--- src/rtl/result_capture_unit_if.sv ---
// Handshake and result bus between the operand wrapper, the compute block and the capture unit.
// The slave modport is the capture unit's view; master is the driver/observer side.
interface result_capture_unit_if;
   logic        start;
   logic        done;
   logic [15:0] g;
   logic [15:0] h;
   logic        sel;
   logic [15:0] disp;
   logic [4:0]  pop_cnt;
   logic        par_bit;
   logic [15:0] latency;
   logic        busy;
   logic        valid;
   logic        timeout;
   logic        seq_err;

   modport master (
      output start, done, g, h, sel,
      input  disp, pop_cnt, par_bit, latency, busy, valid, timeout, seq_err
   );

   modport slave (
      input  start, done, g, h, sel,
      output disp, pop_cnt, par_bit, latency, busy, valid, timeout, seq_err
   );
endinterface

--- src/rtl/result_capture_unit.sv ---
// Times start-to-done latency, latches the two compute results, bit-serially
// pop-counts them over 16 cycles, then presents the selected result with parity.
module result_capture_unit (
   input logic                  clk,
   input logic                  rst,
   result_capture_unit_if.slave bus
);

   typedef enum logic [1:0] {IDLE, TIMING, COUNT, HOLD} state_t;

   state_t      state_q, state_d;
   logic        start_q;
   logic [15:0] g_lat_q, g_lat_d;
   logic [15:0] h_lat_q, h_lat_d;
   logic [15:0] sh_g_q, sh_g_d;
   logic [15:0] sh_h_q, sh_h_d;
   logic [4:0]  pop_g_q, pop_g_d;
   logic [4:0]  pop_h_q, pop_h_d;
   logic [3:0]  cyc_q, cyc_d;
   logic [15:0] lat_q, lat_d;
   logic        timeout_q, timeout_d;
   logic        seq_err_q, seq_err_d;
   logic        start_rise;
   logic [4:0]  pop_sel;

   assign start_rise = bus.start & ~start_q;

   always_comb begin
      state_d   = state_q;
      g_lat_d   = g_lat_q;
      h_lat_d   = h_lat_q;
      sh_g_d    = sh_g_q;
      sh_h_d    = sh_h_q;
      pop_g_d   = pop_g_q;
      pop_h_d   = pop_h_q;
      cyc_d     = cyc_q;
      lat_d     = lat_q;
      timeout_d = timeout_q;
      seq_err_d = seq_err_q | (bus.done & ~bus.start);

      // The latency register doubles as the live edge counter while TIMING.
      unique case (state_q)
         IDLE: begin
            if (start_rise) begin
               lat_d = 16'd0;
               if (bus.done) begin
                  g_lat_d = bus.g;
                  h_lat_d = bus.h;
                  sh_g_d  = bus.g;
                  sh_h_d  = bus.h;
                  pop_g_d = 5'd0;
                  pop_h_d = 5'd0;
                  cyc_d   = 4'd0;
                  state_d = COUNT;
               end else begin
                  state_d = TIMING;
               end
            end
         end
         TIMING: begin
            if (!bus.start) begin
               state_d = IDLE;
            end else begin
               lat_d = (lat_q == 16'hFFFF) ? 16'hFFFF : lat_q + 16'd1;
               if (lat_d == 16'hFFFF) begin
                  timeout_d = 1'b1;
               end
               if (bus.done) begin
                  g_lat_d = bus.g;
                  h_lat_d = bus.h;
                  sh_g_d  = bus.g;
                  sh_h_d  = bus.h;
                  pop_g_d = 5'd0;
                  pop_h_d = 5'd0;
                  cyc_d   = 4'd0;
                  state_d = COUNT;
               end
            end
         end
         COUNT: begin
            if (!bus.start) begin
               state_d = IDLE;
            end else begin
               pop_g_d = pop_g_q + {4'd0, sh_g_q[0]};
               pop_h_d = pop_h_q + {4'd0, sh_h_q[0]};
               sh_g_d  = {1'b0, sh_g_q[15:1]};
               sh_h_d  = {1'b0, sh_h_q[15:1]};
               cyc_d   = cyc_q + 4'd1;
               if (cyc_q == 4'd15) begin
                  state_d = HOLD;
               end
            end
         end
         HOLD: begin
            if (!bus.start) begin
               state_d = IDLE;
            end
         end
         default: state_d = IDLE;
      endcase
   end

   always_ff @(posedge clk or negedge rst) begin
      if (!rst) begin
         state_q   <= IDLE;
         start_q   <= 1'b0;
         g_lat_q   <= 16'd0;
         h_lat_q   <= 16'd0;
         sh_g_q    <= 16'd0;
         sh_h_q    <= 16'd0;
         pop_g_q   <= 5'd0;
         pop_h_q   <= 5'd0;
         cyc_q     <= 4'd0;
         lat_q     <= 16'd0;
         timeout_q <= 1'b0;
         seq_err_q <= 1'b0;
      end else begin
         state_q   <= state_d;
         start_q   <= bus.start;
         g_lat_q   <= g_lat_d;
         h_lat_q   <= h_lat_d;
         sh_g_q    <= sh_g_d;
         sh_h_q    <= sh_h_d;
         pop_g_q   <= pop_g_d;
         pop_h_q   <= pop_h_d;
         cyc_q     <= cyc_d;
         lat_q     <= lat_d;
         timeout_q <= timeout_d;
         seq_err_q <= seq_err_d;
      end
   end

   // Result outputs are live on sel only in HOLD; elsewhere they read zero.
   always_comb begin
      pop_sel     = bus.sel ? pop_g_q : pop_h_q;
      bus.disp    = 16'd0;
      bus.pop_cnt = 5'd0;
      bus.par_bit = 1'b0;
      if (state_q == HOLD) begin
         bus.disp    = bus.sel ? g_lat_q : h_lat_q;
         bus.pop_cnt = pop_sel;
         bus.par_bit = ~pop_sel[0];
      end
   end

   assign bus.latency = lat_q;
   assign bus.busy    = (state_q == TIMING) || (state_q == COUNT);
   assign bus.valid   = (state_q == HOLD);
   assign bus.timeout = timeout_q;
   assign bus.seq_err = seq_err_q;

endmodule

--- src/flat_wrapper.sv ---
// flat-port wrapper written by rule: the top's interface ports become plain ports
module result_capture_unit_flat 
  (clk, rst, bus_start, bus_done, bus_g, bus_h, bus_sel, bus_disp, bus_pop_cnt, bus_par_bit, bus_latency, bus_busy, bus_valid, bus_timeout, bus_seq_err);
  result_capture_unit_if bus_i ();
  input logic clk;
  input logic rst;
  input wire logic [$bits(bus_i.start)-1:0] bus_start;
  input wire logic [$bits(bus_i.done)-1:0] bus_done;
  input wire logic [$bits(bus_i.g)-1:0] bus_g;
  input wire logic [$bits(bus_i.h)-1:0] bus_h;
  input wire logic [$bits(bus_i.sel)-1:0] bus_sel;
  output wire logic [$bits(bus_i.disp)-1:0] bus_disp;
  output wire logic [$bits(bus_i.pop_cnt)-1:0] bus_pop_cnt;
  output wire logic [$bits(bus_i.par_bit)-1:0] bus_par_bit;
  output wire logic [$bits(bus_i.latency)-1:0] bus_latency;
  output wire logic [$bits(bus_i.busy)-1:0] bus_busy;
  output wire logic [$bits(bus_i.valid)-1:0] bus_valid;
  output wire logic [$bits(bus_i.timeout)-1:0] bus_timeout;
  output wire logic [$bits(bus_i.seq_err)-1:0] bus_seq_err;
  assign bus_i.start = bus_start;
  assign bus_i.done = bus_done;
  assign bus_i.g = bus_g;
  assign bus_i.h = bus_h;
  assign bus_i.sel = bus_sel;
  assign bus_disp = bus_i.disp;
  assign bus_pop_cnt = bus_i.pop_cnt;
  assign bus_par_bit = bus_i.par_bit;
  assign bus_latency = bus_i.latency;
  assign bus_busy = bus_i.busy;
  assign bus_valid = bus_i.valid;
  assign bus_timeout = bus_i.timeout;
  assign bus_seq_err = bus_i.seq_err;
  result_capture_unit u_core (.clk(clk), .rst(rst), .bus(bus_i));
endmodule
--- config.mk ---
export PLATFORM = sky130hd
export DESIGN_NAME = result_capture_unit_flat
export DESIGN_NICKNAME = d
export VERILOG_FILES = /design/src/rtl/result_capture_unit_if.sv /design/src/rtl/result_capture_unit.sv /design/src/flat_wrapper.sv
export SDC_FILE = /design/constraint.sdc
export NUM_CORES = 1
export LEC_CHECK = 0
export CORE_ASPECT_RATIO = 1.1
export CORE_UTILIZATION = 55
export CTS_BUF_LIST = sky130_fd_sc_hd__clkbuf_4 sky130_fd_sc_hd__clkbuf_8
export DETAILED_ROUTE_END_ITERATION = 16
export GPL_ROUTABILITY_DRIVEN = 0
export GPL_TIMING_DRIVEN = 0
export PLACE_DENSITY = 0.78
export SLEW_MARGIN = 20
export SYNTH_ARGS = -nofsm -noshare
export SYNTH_HDL_FRONTEND = slang
export SYNTH_SLANG_ARGS = --single-unit
--- constraint.sdc ---
create_clock -name clk -period 2.21 [get_ports clk]
set_input_delay 0.3315 -clock clk [delete_from_list [all_inputs] [get_ports clk]]
set_output_delay 0.3315 -clock clk [all_outputs]
set_load 0.1 [all_outputs]
==> run_results.csv <==
group,metric,value,unit
run_status,status,"finished clean",
setup_path,arr_time_crit_path,2.37,ns
clocking,clk_pin_slew,0.10,ns
grt,globalRoute.totalOverflow,0,
finish,final_design_area_no_fill,6540,um^2
power_and_ir_drop,total_power,8.45,mW
yosys,synth.cells.most_frequent,"99 x sky130_fd_sc_hd__dfrtp_1, 55 x sky130_fd_sc_hd__nor2_1, 54 x sky130_fd_sc_hd__nor3_1",
timing,relSlewSlack,0.354,
die,dieWidth,94.6,um
clocking,tritoncts_clock_tree,"done",
die,die_area,9820,um^2
grt,number_of_antenna_violations_at_the_first_check_in_global_routing,0,
timing,setup_tns,0,ns
route,final_antenna_net_count,0,
route,vias,4355,
setup_path,timing.critical_path.to_type,"register",
yosys,yosys_warnings,0,
power_and_ir_drop,p_sw_frac,0.461,
power_and_ir_drop,max-vdd-ir-drop,0.000860,V
die,row_count,36,
yosys,synth_enable_flop_cells,0,
timing,period_minus_slack,2.12,ns
timing,timing_max_transition_violations_final,0,
yosys,postSynthCellCount,521,
setup_path,worstSetupPathType,"reg -> reg",
timing,max_slew.worst_pin.slew,0.967,ns
yosys,synth-main-ff-cell,"sky130_fd_sc_hd__dfrtp_1",
placed_design,port_buffers,77,
clocking,tritoncts.num_buffers,9,
grt,maximum_number_of_pins_on_one_net_before_global_route_repair,83,
timing,report.final.hold_viol_count,0,
power_and_ir_drop,internal_pwr_total,4.55,mW
yosys,synth.lib_cells_used.distinct,51,
power_and_ir_drop,power.switching,3.90,mW
placed_design,placed_cell_area,6300,um^2
power_and_ir_drop,power_density,1290,nW/um^2
timing,fmax,0.473,GHz
die,floorplan.core_area,9010,um^2
timing,worst_clock_skew,0.0112,ns
placed_design,preCtsSetupSlack,-0.732,ns
finish,area.growth.synth_to_final,26.2,%
clocking,tritoncts_num_sinks,99,
route,drc_errors,0,
route,viasPerCell,5.97,
die,dieHeight,104,um
flow_run,cap_violations,0,
power_and_ir_drop,power.leakage,2.97,nW
yosys,synth_top_cells_by_area,"sky130_fd_sc_hd__dfrtp_1 48%, sky130_fd_sc_hd__mux2_2 7.2%, sky130_fd_sc_hd__mux2i_1 6.2%",
route,wirelength,13.1,mm
power_and_ir_drop,pwr-share-seq,0.344,
timing,postLayoutSetupSlackWorst,0.0945,ns
timing,worst_slack_on_hold_paths,0.351,ns
yosys,async_reset_ff_frac,1.00,
timing,unrepaired_setup_endpoints_after_global_routing,"false",
timing,period_share,0.957,
clocking,worst_skew_pair.late_latency,0.37,ns
power_and_ir_drop,pwr-share-clk,0.142,
yosys,yosysTopAreaCell,"sky130_fd_sc_hd__dfrtp_1",
die,initial_utilization,0.575,
yosys,yosysMostFrequentCell,"sky130_fd_sc_hd__dfrtp_1",
yosys,synth.yosys.seq_area_share,0.478,
grt,number_of_global_route_vias_before_repair,4296,
grt,grtUsageTotal,0.283,
yosys,synth_area,5180,um^2
yosys,synth_top_area_frac,0.478,
yosys,number_of_register_bits_inferred_by_synthesis,99,
setup_path,timing.reg2reg.setup_slack,0.09,ns
route,drt_iter0_drc,347,
clocking,max-clock-path-buffers,2,
setup_path,crit_required,2.47,ns
timing,setup_viol_count_final,0,
grt,grt_first_pass_wirelength,21.7,mm
setup_path,critical_path_peak_fanout,10,
yosys,postSynthAreaPerCell,9.95,um^2
route,wl_per_cell,17.9,um
min_path,holdCritPathClass,"in -> async",
finish,nets,659,
finish,antenna_diode_instance_count,0,
clocking,ctsRootBufferMaster,"sky130_fd_sc_hd__clkbuf_8",
die,design.portCount,79,
placed_design,detailedPlacementHpwl,9.21,mm
yosys,mappedNetlistNets,568,
power_and_ir_drop,share_comb_of_total_power,0.513,
route,detailedRoute.firstPassIterationCount,6,
finish,post_route_cells_drive_above_1_share,0.239,
clocking,htreeDepth,3,
setup_path,cp-start-kind,"register",
[per-stage QoR]
step                      utilization  cells
after floorplan                     -    521
after global placement          0.696    712
after detailed placement        0.699    713
after CTS                       0.718    729
after global routing            0.726    730
final                           0.726    730
[area by class of cell]
cell class                      instances  area, um^2
Buffer                                 34         194
Clock inverter                          6        73.8
Multi-Input combinational cell        380        2710
Timing Repair Buffer                   80         767
Clock buffer                            9         124
Tap cell                              114         143
Fill cell                             685        2470
Sequential cell                        99        2490
Inverter                                8        30.0
[metal layers]
metal	GRT usage	part of all wire	vias up
li1	-	-	2029
met1	0.414	0.44	2136
met2	0.437	0.49	170
met3	0.0448	0.056	20
met4	0.0768	0.014	0
met5	0	0	-
[critical path, cell delays in order (launching register included)]
cell,delay (ns)
sky130_fd_sc_hd__dfrtp_2,0.45
sky130_fd_sc_hd__buf_4,0.14
sky130_fd_sc_hd__ha_1,0.29
sky130_fd_sc_hd__o211a_1,0.34
sky130_fd_sc_hd__nand2_2,0.18
sky130_fd_sc_hd__buf_4,0.25
sky130_fd_sc_hd__mux2_2,0.36
[kinds of logic after synthesis]
| family | count (synthesis) | synth area share |
|---|---|---|
| compound gates | 96 | 0.124 |
| xor+xnor | 4 | 0.00676 |
| fa+ha+maj | 10 | 0.0241 |
| buf+inv | 42 | 0.0377 |
| flops | 99 | 0.478 |
| mux | 65 | 0.134 |
| simple gates | 205 | 0.196 |
[worst paths after layout]
| check | cells past startpoint | to | start |
|---|---|---|---|
| max | 6 | u_core.g_lat_q[3] | u_core.state_q[0] |
| min | 2 | u_core.bus.latency[3] | rst |
| max reg2reg | 6 | u_core.g_lat_q[3] | u_core.state_q[0] |
| min reg2reg | 1 | u_core.bus.seq_err | u_core.bus.seq_err |
| max in group asynchronous | 3 | u_core.pop_h_q[0] | rst |
| min in group clk | 1 | u_core.start_q | bus_start |
[sequential cells by signal, summed over array words and instances (netlist names), 2 cells and up]
| name | count |
|---|---|
| u_core.pop_h_q | 5 |
| u_core.g_lat_q | 16 |
| u_core.state_q | 2 |
| u_core.sh_g_q | 16 |
| u_core.pop_g_q | 5 |
| u_core.bus.latency | 16 |
| u_core.h_lat_q | 16 |
| u_core.sh_h_q | 16 |
| u_core.cyc_q | 4 |
[power by group through the flow]
stage	logic, mW	clock network (mW)	registers [mW]
after floorplan	3.17	0	2.94
after global placement	4.11	0	2.88
after detailed placement	4.25	0	2.93
after CTS	4.25	1.23	2.89
after global routing	4.66	1.31	2.99
final	4.34	1.20	2.91
[layout by cell type, fill, tap and decap left out, types with 5 or more instances in the layout]
cell type	instances
sky130_fd_sc_hd__dfrtp_2	10
sky130_fd_sc_hd__buf_4	28
sky130_fd_sc_hd__nand2_1	34
sky130_fd_sc_hd__nor2b_4	21
sky130_fd_sc_hd__o21ai_0	27
sky130_fd_sc_hd__mux2_2	33
sky130_fd_sc_hd__buf_2	12
sky130_fd_sc_hd__nor2_1	55
sky130_fd_sc_hd__o21ai_1	6
sky130_fd_sc_hd__a31oi_1	5
sky130_fd_sc_hd__nor3_1	54
sky130_fd_sc_hd__a21oi_1	13
sky130_fd_sc_hd__mux2i_1	32
sky130_fd_sc_hd__nand3_1	15
sky130_fd_sc_hd__dfrtp_1	88
sky130_fd_sc_hd__a22o_1	16
sky130_fd_sc_hd__dlygate4sd2_1	14
sky130_fd_sc_hd__clkdlybuf4s50_1	34
sky130_fd_sc_hd__clkbuf_8	9
sky130_fd_sc_hd__clkbuf_1	6
sky130_fd_sc_hd__inv_1	8
sky130_fd_sc_hd__ha_1	8
sky130_fd_sc_hd__a21o_1	7
[timing repair]
item / 4_1_cts / 5_1_grt
hold buffers: 1 / 0
pin swaps: 0 / 0
setup endpoints to repair: 69 / 93
resized for setup: 154 / 24
endpoints found under the hold margin: 17 / 0
buffers inserted: 0 / 1
(Power assumes the default switching activity.)
